[src/rtl/s3g_pkg.sv]
// Shared constants, state encoding and the CRC-8 (Maxim/Dallas) step function
// for the S3G multi-channel receiver.
package s3g_pkg;
    localparam logic [7:0] S3G_SYNC    = 8'hD5;
    localparam logic [1:0] ERR_CRC     = 2'd1;
    localparam logic [1:0] ERR_LEN     = 2'd2;
    localparam logic [1:0] ERR_TIMEOUT = 2'd3;

    typedef enum logic [1:0] {ST_IDLE, ST_LEN, ST_DATA, ST_CRC} s3g_state_t;

    // Reflected polynomial 0x8C, LSB of the data byte shifted in first.
    function automatic logic [7:0] crc8(input logic [7:0] data, input logic [7:0] crc);
        logic [7:0] c;
        c = crc;
        for (int i = 0; i < 8; i++) begin
            if (c[0] ^ data[i]) c = (c >> 1) ^ 8'h8C;
            else                c = c >> 1;
        end
        return c;
    endfunction
endpackage

[src/rtl/s3g_rr_arbiter.sv]
// Combinational round-robin pick: first requester at or above ptr, wrapping.
module s3g_rr_arbiter #(
    parameter int N  = 2,
    parameter int PW = (N > 1) ? $clog2(N) : 1
) (
    input  logic [N-1:0]  req,
    input  logic [PW-1:0] ptr,
    output logic          gnt_valid,
    output logic [PW-1:0] gnt_idx
);
    // Scan from the far end so the nearest requester is the last one assigned.
    always_comb begin
        gnt_valid = 1'b0;
        gnt_idx   = '0;
        for (int i = N - 1; i >= 0; i--) begin
            if (req[(int'(ptr) + i) % N]) begin
                gnt_valid = 1'b1;
                gnt_idx   = PW'((int'(ptr) + i) % N);
            end
        end
    end
endmodule

[src/rtl/s3g_rx_mc.sv]
// Multi-channel S3G packet receiver: locks onto one channel after a sync byte,
// then collects length, payload and CRC-8 into a readable RAM and a shadow bus.
module s3g_rx_mc
    import s3g_pkg::*;
#(
    parameter int NCH     = 2,
    parameter int MAX_LEN = 32,
    parameter int NSHADOW = 16,
    parameter int TIMEOUT = 0
) (
    input  logic                                 clk,
    input  logic                                 rst,
    input  logic [NCH*8-1:0]                     rx_data,
    input  logic [NCH-1:0]                       rx_done,
    output logic                                 packet_done,
    output logic                                 packet_error,
    output logic [1:0]                           error_code,
    output logic [((NCH > 1) ? $clog2(NCH) : 1)-1:0] src_ch,
    output logic [7:0]                           payload_len,
    output logic                                 buffer_valid,
    input  logic [7:0]                           buffer_addr,
    output logic [7:0]                           buffer_data,
    output logic [NSHADOW*8-1:0]                 buf_flat
);
    localparam int CHW = (NCH > 1) ? $clog2(NCH) : 1;
    localparam int AW  = (MAX_LEN > 1) ? $clog2(MAX_LEN) : 1;

    s3g_state_t           r_state, w_nxt;
    logic [CHW-1:0]       r_src, r_rr, w_gnt_idx, w_rr_nxt;
    logic [NCH-1:0]       w_req;
    logic                 w_gnt_valid;
    logic [7:0]           r_cnt, r_wr_addr, r_crc, r_len, r_bdata;
    logic [31:0]          r_to_cnt;
    logic                 r_done, r_err, r_bvalid;
    logic [1:0]           r_err_code, w_code;
    logic [NSHADOW*8-1:0] r_flat;
    logic [7:0]           w_byte;
    logic                 w_stb, w_to, w_done, w_err;
    logic [7:0]           r_mem [MAX_LEN];

    always_comb begin
        w_req = '0;
        for (int c = 0; c < NCH; c++)
            w_req[c] = rx_done[c] && (rx_data[8*c +: 8] == S3G_SYNC);
    end

    s3g_rr_arbiter #(.N(NCH), .PW(CHW)) u_arb (
        .req       (w_req),
        .ptr       (r_rr),
        .gnt_valid (w_gnt_valid),
        .gnt_idx   (w_gnt_idx)
    );

    assign w_rr_nxt = (int'(w_gnt_idx) + 1 >= NCH) ? '0 : w_gnt_idx + CHW'(1);
    assign w_byte   = rx_data[8*r_src +: 8];
    assign w_stb    = rx_done[r_src];
    assign w_to     = (TIMEOUT > 0) && (r_to_cnt == 32'(TIMEOUT - 1));

    always_ff @(posedge clk or negedge rst) begin
        if (!rst) r_state <= ST_IDLE;
        else      r_state <= w_nxt;
    end

    // A strobe always beats the timeout in the same cycle.
    always_comb begin
        w_nxt  = r_state;
        w_done = 1'b0;
        w_err  = 1'b0;
        w_code = '0;
        unique case (r_state)
            ST_IDLE: if (w_gnt_valid) w_nxt = ST_LEN;
            ST_LEN: begin
                if (w_stb) begin
                    if (w_byte > 8'(MAX_LEN)) begin
                        w_err = 1'b1; w_code = ERR_LEN; w_nxt = ST_IDLE;
                    end else if (w_byte == 8'd0) w_nxt = ST_CRC;
                    else                         w_nxt = ST_DATA;
                end else if (w_to) begin
                    w_err = 1'b1; w_code = ERR_TIMEOUT; w_nxt = ST_IDLE;
                end
            end
            ST_DATA: begin
                if (w_stb) begin
                    if (r_cnt == 8'd1) w_nxt = ST_CRC;
                end else if (w_to) begin
                    w_err = 1'b1; w_code = ERR_TIMEOUT; w_nxt = ST_IDLE;
                end
            end
            ST_CRC: begin
                if (w_stb) begin
                    w_nxt = ST_IDLE;
                    if (w_byte == r_crc) w_done = 1'b1;
                    else begin w_err = 1'b1; w_code = ERR_CRC; end
                end else if (w_to) begin
                    w_err = 1'b1; w_code = ERR_TIMEOUT; w_nxt = ST_IDLE;
                end
            end
            default: w_nxt = ST_IDLE;
        endcase
    end

    always_ff @(posedge clk or negedge rst) begin
        if (!rst) begin
            r_src      <= '0;
            r_rr       <= '0;
            r_cnt      <= '0;
            r_wr_addr  <= '0;
            r_crc      <= '0;
            r_len      <= '0;
            r_bdata    <= '0;
            r_to_cnt   <= '0;
            r_done     <= 1'b0;
            r_err      <= 1'b0;
            r_bvalid   <= 1'b0;
            r_err_code <= '0;
            r_flat     <= '0;
        end else begin
            r_done   <= w_done;
            r_err    <= w_err;
            if (w_err) r_err_code <= w_code;
            r_to_cnt <= (r_state == ST_IDLE || w_stb) ? 32'd0 : r_to_cnt + 32'd1;
            r_bdata  <= (buffer_addr < 8'(MAX_LEN)) ? r_mem[buffer_addr[AW-1:0]] : 8'd0;
            unique case (r_state)
                ST_IDLE: if (w_gnt_valid) begin
                    r_src <= w_gnt_idx;
                    r_rr  <= w_rr_nxt;
                end
                ST_LEN: if (w_stb) begin
                    r_len     <= w_byte;
                    r_bvalid  <= 1'b0;
                    r_flat    <= '0;
                    r_crc     <= '0;
                    r_wr_addr <= '0;
                    r_cnt     <= w_byte;
                end
                ST_DATA: if (w_stb) begin
                    r_crc     <= crc8(w_byte, r_crc);
                    r_wr_addr <= r_wr_addr + 8'd1;
                    r_cnt     <= r_cnt - 8'd1;
                    for (int i = 0; i < NSHADOW; i++)
                        if (r_wr_addr == 8'(i)) r_flat[8*i +: 8] <= w_byte;
                end
                ST_CRC: if (w_done) r_bvalid <= 1'b1;
                default: ;
            endcase
        end
    end

    // Payload RAM is not reset so it can map onto plain memory.
    always_ff @(posedge clk) begin
        if (r_state == ST_DATA && w_stb) r_mem[r_wr_addr[AW-1:0]] <= w_byte;
    end

    assign packet_done  = r_done;
    assign packet_error = r_err;
    assign error_code   = r_err_code;
    assign src_ch       = r_src;
    assign payload_len  = r_len;
    assign buffer_valid = r_bvalid;
    assign buffer_data  = r_bdata;
    assign buf_flat     = r_flat;
endmodule

[config.mk]
export PLATFORM = sky130hd
export DESIGN_NAME = s3g_rx_mc
export DESIGN_NICKNAME = d
export VERILOG_FILES = /design/src/rtl/s3g_pkg.sv /design/src/rtl/s3g_rr_arbiter.sv /design/src/rtl/s3g_rx_mc.sv
export SDC_FILE = /design/constraint.sdc
export NUM_CORES = 1
export LEC_CHECK = 0
export BUFFER_PORTS_ARGS = -buffer_cell sky130_fd_sc_hd__buf_4
export CAP_MARGIN = 20
export CORE_AREA = 2 2 188 190
export CTS_CLUSTER_SIZE = 28
export DETAILED_ROUTE_END_ITERATION = 10
export DIE_AREA = 0 0 190 192
export PLACE_DENSITY = 0.72
export SETUP_SLACK_MARGIN = 0.2
export SYNTH_ARGS = -nofsm -noshare
export SYNTH_HDL_FRONTEND = slang
export SYNTH_SLANG_ARGS = --single-unit
[constraint.sdc]
create_clock -name clk -period 2.6 [get_ports clk]
set_input_delay 0.52 -clock clk [delete_from_list [all_inputs] [get_ports clk]]
set_output_delay 0.52 -clock clk [all_outputs]
set_load 0.005 [all_outputs]
# --- After elaboration in Yosys (flattened, before gate mapping) ---
# Memories as Yosys holds them, arrays and structs flattened.
# Cells that the tools add are included.
op_classes:
  add_sub_neg: 5
  magnitude_cmp: 6
  n_reduce_logical: 29
  mux: 88
  shift: 1
  n_eq_ne: 44
  bitwise: 17
op_table:
  columns: ["op", "n"]
  rows:
  - ["$mux W8", 44]
  - ["$mux W128", 2]
  - ["$pmux W128 S2", 1]
  - ["$eq A8 B4 Y1 const B", 8]
  - ["$reduce_and A4 Y1", 16]
  - ["$pmux W8 S2", 3]
  - ["$ne A2 B2 Y1 const B", 21]
  - ["$eq A8 B3 Y1 const B", 4]
  - ["$mux W1", 25]
  - ["$not A2 Y3", 8]
  - ["$mux W2", 9]
  - ["$eq A8 B1 Y1 const B", 2]
  - ["$eq A8 B2 Y1 const B", 2]
  - ["$eq A8 B8 Y1 const B", 2]
  - ["$logic_not A8 Y1", 2]
  - ["$shiftx A16 B5 Y8", 1]
  - ["$add A8 B1 Y8 const B", 1]
  - ["$eq A8 B8 Y1", 1]
  - ["$gt A8 B6 Y1 const B", 1]
  - ["$lt A8 B6 Y1 const B", 1]
  - ["$pmux W2 S4", 1]
  - ["$sub A8 B1 Y8 const B", 1]
  - ["$xor A1 B1 Y1", 8]
  - ["$reduce_and A3 Y1", 2]
  - ["16 further kinds", 24]
totals:
  output_inout_bits: 150
  ram_bits: 256
  reg_bits: 177
  n_memories: 1
  wordCells: 219
memory_table:
  columns: ["memory", "words", "width", "rd", "rd_clocked_by_memory_dff", "wr", "line_no", "rtl"]
  rows:
  - ["r_mem", 32, 8, 1, 0, 1, "s3g_rx_mc.sv:39", "logic [7:0] r_mem [MAX_LEN];"]

# --- Depth between registers and ports, before layout ---
logic_depth:
  ltp_word: 33
  mapped_depth: 9

# --- Modules after synthesis ---
# From an unflattened synthesis, not the netlist that was laid out.
unflattened:
  cells_unflattened: 1081
  hier_area_um2: 17879.6
by_module_without_submodules:
  columns: ["mod", "area_each_um2", "instances", "cells_each", "seq_area_each_um2"]
  rows:
  - ["s3g_rx_mc", 17862.1, 1, 1078, 12116.6]
  - ["s3g_rr_arbiter", 17.5, 1, 3, 0.0]

# --- Least setup slack after synthesis ---
# No wires, ideal clock.
synth_timing:
  path_kind: "reg2reg"
  start: "register r_src, in the netlist src_ch"
  end: "memory r_mem[29][0] (enable)"
  n_path_buf: 3
  arrival_time_ns: 1.957
  slack_ns: 0.273
  setup_ns: 0.370
  path_stages_with_launch: 8
  cell_sequence: "dfrtp_1 > buf_6 > buf_6 > mux2i_1 > nor2_1 > clkbuf_1 > nand2_1 > nor2_1"
synth_between:
  elab_chain_cells: 5
synth_lines:
  columns: ["element", "line_no", "rtl"]
  rows:
  - ["start, declared", "s3g_rx_mc.sv:29", "logic [CHW-1:0] r_src, r_rr, w_gnt_idx, w_rr_nxt;"]
  - ["start signal, assigned", "s3g_rx_mc.sv:125", "r_src <= w_gnt_idx;"]
  - ["$mux W1 (implied by the code) (2 in a row)", "s3g_rx_mc.sv:56", "assign w_stb = rx_done[r_src];"]
  - ["$logic_and A1 B1 Y1", "s3g_rx_mc.sv:151", "if (r_state == ST_DATA && w_stb) r_mem[r_wr_addr[AW-1:0]] <= w_byte;"]
  - ["$mux W1", "s3g_rx_mc.sv:151", null]
  - ["$mux W1 (implied by the code)", "s3g_rx_mc.sv:151", null]
  - ["end, declared", "s3g_rx_mc.sv:39", null]
# No other way between the ends. The select of a mux whose other input is x is not followed.

# --- Worst setup path after layout ---
layout_timing:
  start: "register r_wr_addr[4]"
  end: "register r_flat[63], in the netlist buf_flat[63]"
layout_between:
  elab_chain_cells: 3
layout_lines:
  columns: ["element", "line_no", "rtl"]
  rows:
  - ["start, declared", "s3g_rx_mc.sv:32", "logic [7:0] r_cnt, r_wr_addr, r_crc, r_len, r_bdata;"]
  - ["start signal, assigned", "s3g_rx_mc.sv:138", "r_wr_addr <= r_wr_addr + 8'd1;"]
  - ["$eq A8 B3 Y1", "s3g_rx_mc.sv:141", "if (r_wr_addr == 8'(i)) r_flat[8*i +: 8] <= w_byte;"]
  - ["$ne A2 B2 Y1 (no line)", null, null]
  - ["$reduce_and A4 Y1 (no line)", null, null]
  - ["end signal, assigned by index", "s3g_rx_mc.sv:141", null]
  - ["end, declared", "s3g_rx_mc.sv:36", "logic [NSHADOW*8-1:0] r_flat;"]
# No other way between the ends.
# A chain may end at the register's enable or synchronous reset.

==> metrics.csv <==
stage,metric,value,unit
logic_synthesis,synth_area,0.0179,mm²
placed_design,post-place-ws,-116,ps
routing,drc,0,
setup_path,ff2ff_path_depth,5,
pwr,peakVddDrop,0.000672,V
floorplanning,rows,68,
logic_synthesis,ys_ff_latch,433,
clock_tree,cts.htree.levels,2,
logic_synthesis,yosys.area.top_type,edfxtp_1,
layout,nNetsFinal,1350,
logic_synthesis,async_flop_share,40.9,%
global_route,grt_pass1_wl,63700,µm
timing,tightest_slew,1070,ps
timing,rsz0062_at_grt,no,
setup_path,start_kind,register,
timing,fin_crit_sh,88.9,%
floorplanning,die_h,192,µm
timing,fmax,0.433,GHz
timing,hold_ws,320,ps
global_route,grt_util_met1,32.2,%
timing,setup-violations-final,0,
setup_path,path_max_fanout,8,
floorplanning,start_util,52.3,%
run_status,status,"finished, final reports clean",
global_route,use_met3,6.43,%
layout,synthToLayoutAreaGrowth,21.5,%
layout,final_common_cell,edfxtp_1,
floorplanning,ioPinCount,178,
setup_path,slowest_stage,or4_4,
routing,postRouteAntennaNets,0,
setup_path,worstPathRequired,3010,ps
timing,tns,0,ps
logic_synthesis,yosysTopAreaCellShare,42.8,%
global_route,grt_busiest_layer,met2,
global_route,grt_pass1_vias,10700,
setup_path,cpPeakStageDelay,630,ps
clock_tree,cts_setup_buffers,0,
timing,relSlewSlack,28.5,%
global_route,use_met2,36.5,%
layout,fill_cells,2448,
pwr,clkPwrFrac,29.9,%
layout,antennaDiodeCount,0,
setup_path,r2r-start,r_wr_addr[4]$_DFFE_PN0P_,
pwr,p_leak,8.85,nW
global_route,grt_max_degree,58,
run,cap_violations,0,
routing,num_vias,10300,
setup_path,worstPathArrival,2720,ps
clock_tree,path_clk_slew,60,ps
floorplanning,core,0.0343,mm²
pwr,p_per_area,989,mW/mm²
floorplanning,die_w,190,µm
clock_tree,cts_tree,built,
placed_design,dp_hpwl,27300,µm
pwr,p_comb_share,27.8,%
setup_path,rr_endpoint,buf_flat[63]$_DFFE_PN0P_,
pwr,p_switching,6.12,mW
layout,mostFrequentLayoutCells,"256 x edfxtp_1, 226 x buf_4, 177 x dfrtp_1",
global_route,grt_usage,23.1,%
clock_tree,clk_path_buf_depth,3,
timing,setup_ws,289,ps
routing,vias_per_cell,5.72,
logic_synthesis,syn_inst,1084,
floorplanning,die_area,0.0365,mm²
global_route,antenna_found_initial,0,
placed_design,io_buffers,177,
timing,min_period,2310,ps
logic_synthesis,yosysSeqAreaShare,67.5,%
logic_synthesis,ys_warn_count,0,
setup_path,cp-end-kind,register,
pwr,internal_power,15.4,mW
timing,final_hold_viol_count,0,
pwr,pwr-share-seq,42.3,%
logic_synthesis,synth_edf_count,256,
setup_path,cp_cell_sequence,"or4_4, nor3b_4, nand2_1, a21oi_4, mux2_2",
timing,maxSlewViolCount,0,
clock_tree,cts_root_buf,clkbuf_16,
setup_path,crit_path_end,buf_flat[63]$_DFFE_PN0P_,
logic_synthesis,synthesis.nets,1118,
clock_tree,numCtsBuffers,44,
logic_synthesis,netlist_top_cells_area,"edfxtp_1 43%, dfrtp_1 25%, mux2_2 9.0%",
clock_tree,insertion_delay,540,ps
setup_path,r2r_slack,290,ps
routing,routedWlPerCell,22.7,µm
pwr,totalPowerFinal,21.6,mW
worst_hold_path,hp-class,primary input to register,
clock_tree,cts_sinks,433,
logic_synthesis,synth_flop_cell,edfxtp_1,
routing,wirelength,41000,µm
logic_synthesis,syn_area_per_cell,16.6,µm²
setup_path,crit_path_start,r_wr_addr[4]$_DFFE_PN0P_,
routing,drt_iter0_drc,656,
placed_design,finalWeightedCongestion,0.810,
timing,clock_skew,21.3,ps
global_route,gr-total-overflow,0,
pwr,swShare,28.4,%
logic_synthesis,synth_cell_types,68,
layout,drive_above_1_share,43.0,%
setup_path,crit_type,register to register,
routing,drtPass1Iterations,5,
power groups by stage:
stage	sequential [mW]	clock (mW)	combinational, mW
5_1_grt	9.26	6.84	6.50
3_3_place_gp	9.18	0	5.88
6_report	9.12	6.45	6.00
2_1_floorplan	9.21	0	3.25
4_1_cts	9.13	6.55	5.98
3_5_place_dp	9.23	0	5.94
layer usage:
layer	vias up	routed length (µm)
li1	4593	-
met1	5309	17500
met4	0	613
met5	-	0
met2	392	19500
met3	44	3510
critical path, delay by kind of cell, from the launching register on:
kind	cells	cell delay, ps
simple gates	3	1030
flops	1	440
mux	1	380
compound gates	1	330
how the worst min path moves through the flow:
stage | slack [ps] | start | cells past startpoint | end
floorplan | 220 | rst | 0 | async pin
global placement | 470 | r_rr$_DFFE_PN0P_ | 1 | r_rr$_DFFE_PN0P_
detailed placement | 480 | r_rr$_DFFE_PN0P_ | 1 | r_rr$_DFFE_PN0P_
CTS | 300 | buffer_addr[2] | 3 | buffer_data[1]$_DFF_PN0_
global route | 320 | buffer_addr[2] | 3 | buffer_data[1]$_DFF_PN0_
finish | 320 | buffer_addr[2] | 3 | buffer_data[7]$_DFF_PN0_
cell families (layout without fill, tap and decap cells):
logic type               Yosys count  in the layout  share of synthesized area [%]
flip-flops                       433            433                           67.5
multiplexers                     233            233                           18.1
AND/OR/NAND/NOR                  197            197                           5.84
AO/OA/AOI/OAI                    123            123                           4.53
buffers and inverters             70            338                           1.81
XOR/XNOR                          22             22                           1.76
adder cells (fa/ha/maj)            6              6                          0.418
cell type report:
class	count	area, µm²	share of cell area, %
inverter	18	67.6	0.310
sequential	433	12100	55.6
multi-input combinational	581	5620	25.8
tap	455	569	2.61
clock inverter	24	255	1.17
timing repair buffer	238	1940	8.88
clock buffer	58	1250	5.71
cells in the mapped netlist (7+ instances only):
master	instances
a211oi_1	9
a21oi_1	34
a221o_1	8
buf_2	11
clkbuf_1	27
dfrtp_1	177
edfxtp_1	256
inv_1	18
mux2_2	144
mux2i_1	28
mux4_2	52
nand2_1	42
nand2b_1	9
nand3_1	7
nor2_1	74
nor2_4	10
nor2b_1	8
nor4_1	7
o21ai_0	23
o22ai_1	15
xnor2_1	11
state kept, by name (all words and copies together) (netlist names), named ones only:
| register | cells |
|---|---|
| buf_flat | 128 |
| buffer_data | 8 |
| buffer_valid | 1 |
| error_code | 2 |
| packet_done | 1 |
| packet_error | 1 |
| payload_len | 8 |
| r_cnt | 8 |
| r_crc | 8 |
| r_mem | 256 |
| r_rr | 1 |
| r_state | 1 |
| r_wr_addr | 8 |
| src_ch | 1 |
per-stage QoR:
step	cells	util [%]	cell area [µm²]
after CTS	1803	63.1	21600
after detailed placement	1720	58.6	20100
after floorplan	1084	-	17900
after global placement	1720	58.6	20100
after global routing	1807	63.6	21800
final	1807	63.6	21800
what timing repair did:
action,in CTS,in global routing
hold endpoints to repair,26,0
pin swaps,0,1
gates resized for setup,9,28
setup endpoints to repair,162,245
hold buffers,1,0
Note: power is estimated with default switching activity, not from simulation.
